$ cat src/rtl/spm_1p_arbiter.sv
// Round-robin arbiter sharing one single-port SPM between NumPorts requesters.
// Responses are routed back in grant order through an ID FIFO.
module spm_1p_arbiter #(
    parameter int unsigned NumPorts       = 4,
    parameter int unsigned AddrWidth      = 9,
    parameter int unsigned DataWidth      = 32,
    parameter int unsigned BeWidth        = 4,
    parameter int unsigned MaxOutstanding = 4,
    localparam int unsigned IdWidth  = (NumPorts > 1) ? $clog2(NumPorts) : 1,
    localparam int unsigned CntWidth = $clog2(MaxOutstanding + 1),
    localparam int unsigned PtrWidth = (MaxOutstanding > 1) ? $clog2(MaxOutstanding) : 1
) (
    input  logic                          clk_i,
    input  logic                          rst_ni,
    input  logic [NumPorts-1:0]           req_valid_i,
    output logic [NumPorts-1:0]           req_ready_o,
    input  logic [NumPorts-1:0]           req_we_i,
    input  logic [NumPorts*AddrWidth-1:0] req_addr_i,
    input  logic [NumPorts*DataWidth-1:0] req_wdata_i,
    input  logic [NumPorts*BeWidth-1:0]   req_be_i,
    output logic [NumPorts-1:0]           rsp_valid_o,
    output logic [DataWidth-1:0]          rsp_rdata_o,
    output logic [1:0]                    rsp_rerror_o,
    output logic                          mem_valid_o,
    input  logic                          mem_ready_i,
    output logic                          mem_we_o,
    output logic [AddrWidth-1:0]          mem_addr_o,
    output logic [DataWidth-1:0]          mem_wdata_o,
    output logic [BeWidth-1:0]            mem_be_o,
    input  logic                          mem_rvalid_i,
    input  logic [DataWidth-1:0]          mem_rdata_i,
    input  logic [1:0]                    mem_rerror_i,
    output logic                          spurious_rsp_o,
    output logic [CntWidth-1:0]           outstanding_o
);

    logic [IdWidth-1:0]  rr_q;
    logic [IdWidth-1:0]  cand;
    logic [IdWidth-1:0]  idx;
    logic [IdWidth-1:0]  head;
    logic                found;
    logic                any_valid;
    logic                fifo_full;
    logic                fifo_empty;
    logic                push;
    logic                pop;
    logic [IdWidth-1:0]  ids_q [MaxOutstanding];
    logic [PtrWidth-1:0] wr_ptr_q;
    logic [PtrWidth-1:0] rd_ptr_q;
    logic [CntWidth-1:0] cnt_q;
    logic                spurious_q;

    function automatic logic [PtrWidth-1:0] ptr_inc(input logic [PtrWidth-1:0] p);
        return (p == PtrWidth'(MaxOutstanding - 1)) ? '0 : p + 1'b1;
    endfunction

    // First valid port at or above the rr pointer, wrapping around.
    always_comb begin
        cand  = rr_q;
        idx   = '0;
        found = 1'b0;
        for (int i = 0; i < NumPorts; i++) begin
            idx = IdWidth'((int'(rr_q) + i) % NumPorts);
            if (!found && req_valid_i[idx]) begin
                cand  = idx;
                found = 1'b1;
            end
        end
    end

    assign any_valid  = |req_valid_i;
    assign fifo_full  = (cnt_q == CntWidth'(MaxOutstanding));
    assign fifo_empty = (cnt_q == '0);

    // Full is judged on the registered count only, so rvalid never reaches ready.
    assign mem_valid_o = any_valid && !fifo_full;
    assign push        = mem_valid_o && mem_ready_i;
    assign mem_we_o    = req_we_i[cand];
    assign mem_addr_o  = req_addr_i[cand*AddrWidth +: AddrWidth];
    assign mem_wdata_o = req_wdata_i[cand*DataWidth +: DataWidth];
    assign mem_be_o    = req_be_i[cand*BeWidth +: BeWidth];

    always_comb begin
        req_ready_o       = '0;
        req_ready_o[cand] = push;
    end

    assign head = ids_q[rd_ptr_q];
    assign pop  = mem_rvalid_i && !fifo_empty;

    always_comb begin
        rsp_valid_o       = '0;
        rsp_valid_o[head] = pop;
    end

    assign rsp_rdata_o    = mem_rdata_i;
    assign rsp_rerror_o   = pop ? mem_rerror_i : 2'b00;
    assign spurious_rsp_o = spurious_q;
    assign outstanding_o  = cnt_q;

    always_ff @(posedge clk_i or negedge rst_ni) begin
        if (!rst_ni) begin
            rr_q       <= '0;
            wr_ptr_q   <= '0;
            rd_ptr_q   <= '0;
            cnt_q      <= '0;
            spurious_q <= 1'b0;
        end else begin
            spurious_q <= mem_rvalid_i && fifo_empty;
            if (push) begin
                rr_q     <= (cand == IdWidth'(NumPorts - 1)) ? '0 : cand + 1'b1;
                wr_ptr_q <= ptr_inc(wr_ptr_q);
            end
            if (pop) begin
                rd_ptr_q <= ptr_inc(rd_ptr_q);
            end
            unique case ({push, pop})
                2'b10:   cnt_q <= cnt_q + 1'b1;
                2'b01:   cnt_q <= cnt_q - 1'b1;
                default: cnt_q <= cnt_q;
            endcase
        end
    end

    always_ff @(posedge clk_i) begin
        if (push) begin
            ids_q[wr_ptr_q] <= cand;
        end
    end

endmodule

$ cat config.mk
export PLATFORM = sky130hd
export DESIGN_NAME = spm_1p_arbiter
export DESIGN_NICKNAME = d
export VERILOG_FILES = /design/src/rtl/spm_1p_arbiter.sv
export SDC_FILE = /design/constraint.sdc
export NUM_CORES = 1
export LEC_CHECK = 0
export CORE_AREA = 2 2 125 127
export CTS_BUF_LIST = sky130_fd_sc_hd__clkbuf_8
export CTS_CLUSTER_SIZE = 40
export DETAILED_ROUTE_END_ITERATION = 10
export DIE_AREA = 0 0 127 129
export MAX_ROUTING_LAYER = met4
export PLACE_DENSITY_LB_ADDON = 0.3
export SLEW_MARGIN = 20
export SYNTH_ARGS = -nofsm -noshare
export SYNTH_HDL_FRONTEND = slang
export SYNTH_SLANG_ARGS = --single-unit
$ cat constraint.sdc
create_clock -name clk_i -period 6.6 [get_ports clk_i]
set_input_delay 1.65 -clock clk_i [delete_from_list [all_inputs] [get_ports clk_i]]
set_output_delay 1.65 -clock clk_i [all_outputs]
set_load 0.02 [all_outputs]
==> flow_summary.ini <==
[critical_path]
rr_worst_depth = 8
rrSetupSlack_ps = 4060
worstSetupPathType = input port to output port
cp_max_fo = 28
reg2reg_to = outstanding_o[1]
timing.rr.start = outstanding_o[0]
cp-startpoint = req_valid_i[2]
start_kind = input port
worstPathRequired_ps = 4950
critPathCapture = mem_addr_o[4]
worstPathArrival_ps = 4440
endpoint_kind = output port

[layout]
fill_cells = 1487
register_area_um2 = 490
fin_nets = 638
drive_gt1_frac = 0.160
synthToLayoutAreaGrowth_pct = 106
fin_area_um2 = 5010
multi_input_area_um2 = 1580
diodes = 0

[yosys]
yosys.area.top_type = mux4_2
ys_ff_latch = 18
yosysTopAreaCellShare = 0.435
netlist_area_um2 = 2440
synth_nets = 418
synth-seq-area-share = 0.201
avgSynthCellArea_um2 = 13.5
synth_edf_count = 8
ys_types = 36
ys_warn_count = 0
synth-main-ff-cell = dfrtp_1
yosys-top-cells-area = mux4_2 43%, buf_4 10%, dfrtp_1 10%
async_flop_share = 0.556
syn_inst = 181

[floorplanning]
dieHeight_um = 129
start_util = 0.163
die_w_um = 127
core-area_um2 = 15000
ios = 319
dieArea_um2 = 16400
rows = 45

[power_and_ir_drop]
powerDensity_nw_per_um2 = 326
leakage_nw = 1.85
power_w = 0.00164
ir_drop_mv = 0.149

[timing]
fmax_ghz = 0.164
slew-limit-headroom = 0.439
final.min_clock_period_ps = 6090
period_share = 0.922
hold_slack_ps = 527
rsz0062_at_grt = no
worst_pin_slew_ps = 841
clock_skew_ps = 5.37
slew_viol_final = 0
finalSetupTns_ps = 0
hold_violations = 0
finalSetupViolCount = 0

[global_routing]
top_usage_layer = met2
grt_max_degree = 29
grt_util_met2 = 0.224
grt_pass1_vias = 2756
grt_usage = 0.114
antenna_found_initial = 0
met3_usage = 0.0233
grt_overflow_total = 0
grt_pass1_wl_um = 14400
use_met1 = 0.118

[drt]
ant_nets = 0
vias = 2534
drc = 0
first_iter_violations = 96
via_per_inst = 4.31
wire_per_inst_um = 17.1
dr.pass1.iters = 4
routed_wl_um = 10100

[placed_design]
place.gp.congestion = 0.780
post_dp_cell_area_um2 = 4960
dp_hpwl_um = 8870
io_buffers = 254

[clocking]
cts_tree = built
cts-resized-gates = 0
cts-root-buf = clkbuf_8
clock-sinks = 18
cts_buffer_depth = 2
htree_levels = 1
holdBufCountCts = 0
path_clk_slew_ps = 70
clk_latency_ps = 260
post_cts_buffers = 0
cts_inserted_buffers = 3

[run]
drv_cap = 0

[outcome]
outcome = finished clean

[hold_path]
worstHoldPathType = flip-flop to flip-flop
min_path_cells = 1
==> sequential cells by signal, summed over array words and instances, names as in the netlist <==
name / count
outstanding_o: 3
spurious_rsp_o: 1
wr_ptr_q: 2
rd_ptr_q: 2
ids_q: 8
rr_q: 2
==> kinds of logic after synthesis <==
group	count (synthesis)	share of synthesized area
buffers and inverters	54	0.157
multiplexers	52	0.464
AND/OR/NAND/NOR	33	0.0740
flip-flops	18	0.201
adder cells (fa/ha/maj)	11	0.0596
AO/OA/AOI/OAI	10	0.0334
XOR/XNOR	3	0.0108
==> placed cells by master, fill, tap and decap left out, drive strengths merged, types with 2 or more instances in the layout <==
| cell | netlist | layout |
|---|---|---|
| clkdlybuf4s50 | 0 | 254 |
| mux4 | 48 | 48 |
| inv | 11 | 10 |
| ha | 10 | 10 |
| dfrtp | 10 | 10 |
| and3 | 9 | 9 |
| edfxtp | 8 | 8 |
| nand2 | 6 | 6 |
| nor3 | 4 | 4 |
| nor2 | 4 | 4 |
| mux2 | 4 | 4 |
| clkbuf | 2 | 4 |
| and2 | 4 | 4 |
| buf | 41 | 4 |
| nor2b | 3 | 3 |
| a21oi | 2 | 2 |
| xor2 | 2 | 2 |
| o21ai | 2 | 2 |
==> layout make-up <==
type,instances,share of cell area
clock buffer,4,0.0110
inverter,11,0.00848
multi-input combinational,109,0.315
sequential,18,0.0978
tap,188,0.0469
timing repair buffer,258,0.520
==> metrics by stage <==
step	util	cells	setup slack (ps)
4_1_cts	0.335	588	498
6_report	0.335	588	513
3_3_place_gp	0.331	584	553
3_5_place_dp	0.331	584	492
2_1_floorplan	-	181	1960
5_1_grt	0.335	588	369
==> metal layers <==
metal | routed length [µm] | part of all wire | vias to the layer above
met5 | 0 | 0 | -
met4 | 71 | 0.0070 | 0
met3 | 886 | 0.088 | 10
met2 | 5660 | 0.56 | 171
met1 | 3460 | 0.34 | 1231
li1 | - | - | 1122
==> critical path: stages <==
cell and delay [ps]:
clkdlybuf4s50_1 580, nor2b_1 210, nor2_1 90, o2bb2ai_4 700
buf_12 280, mux4_2 340, clkdlybuf4s50_1 580
==> cell usage after synthesis (2+ instances only) <==
master / number
edfxtp_1: 8
mux4_2: 47
nor3_1: 4
nor2_1: 4
dfrtp_1: 10
and2_1: 3
mux2_2: 4
nand2_1: 6
buf_12: 3
clkbuf_1: 2
buf_4: 34
buf_2: 3
ha_1: 10
nor2b_1: 2
xor2_1: 2
a21oi_1: 2
and3_1: 9
inv_1: 10
==> power by group <==
part / switching [W] / leakage (nW) / internal (W)
Sequential: 0.0000390 / 0.194 / 0.000167
Clock: 0.0000374 / 0.0288 / 0.0000530
Combinational: 0.000601 / 1.63 / 0.000739
Total: 0.000677 / 1.85 / 0.000959
==> how the worst min path moves through the flow <==
stage                           startpoint                to  slack [ps]
after floorplan                rd_ptr_q[1]       rd_ptr_q[1]         510
after global placement    outstanding_o[0]  outstanding_o[0]         510
after detailed placement  outstanding_o[0]  outstanding_o[0]         520
after CTS                 outstanding_o[0]  outstanding_o[0]         530
after global routing      outstanding_o[0]  outstanding_o[0]         560
final                     outstanding_o[0]  outstanding_o[0]         530
No activity file was read; power rests on OpenSTA's default activity.
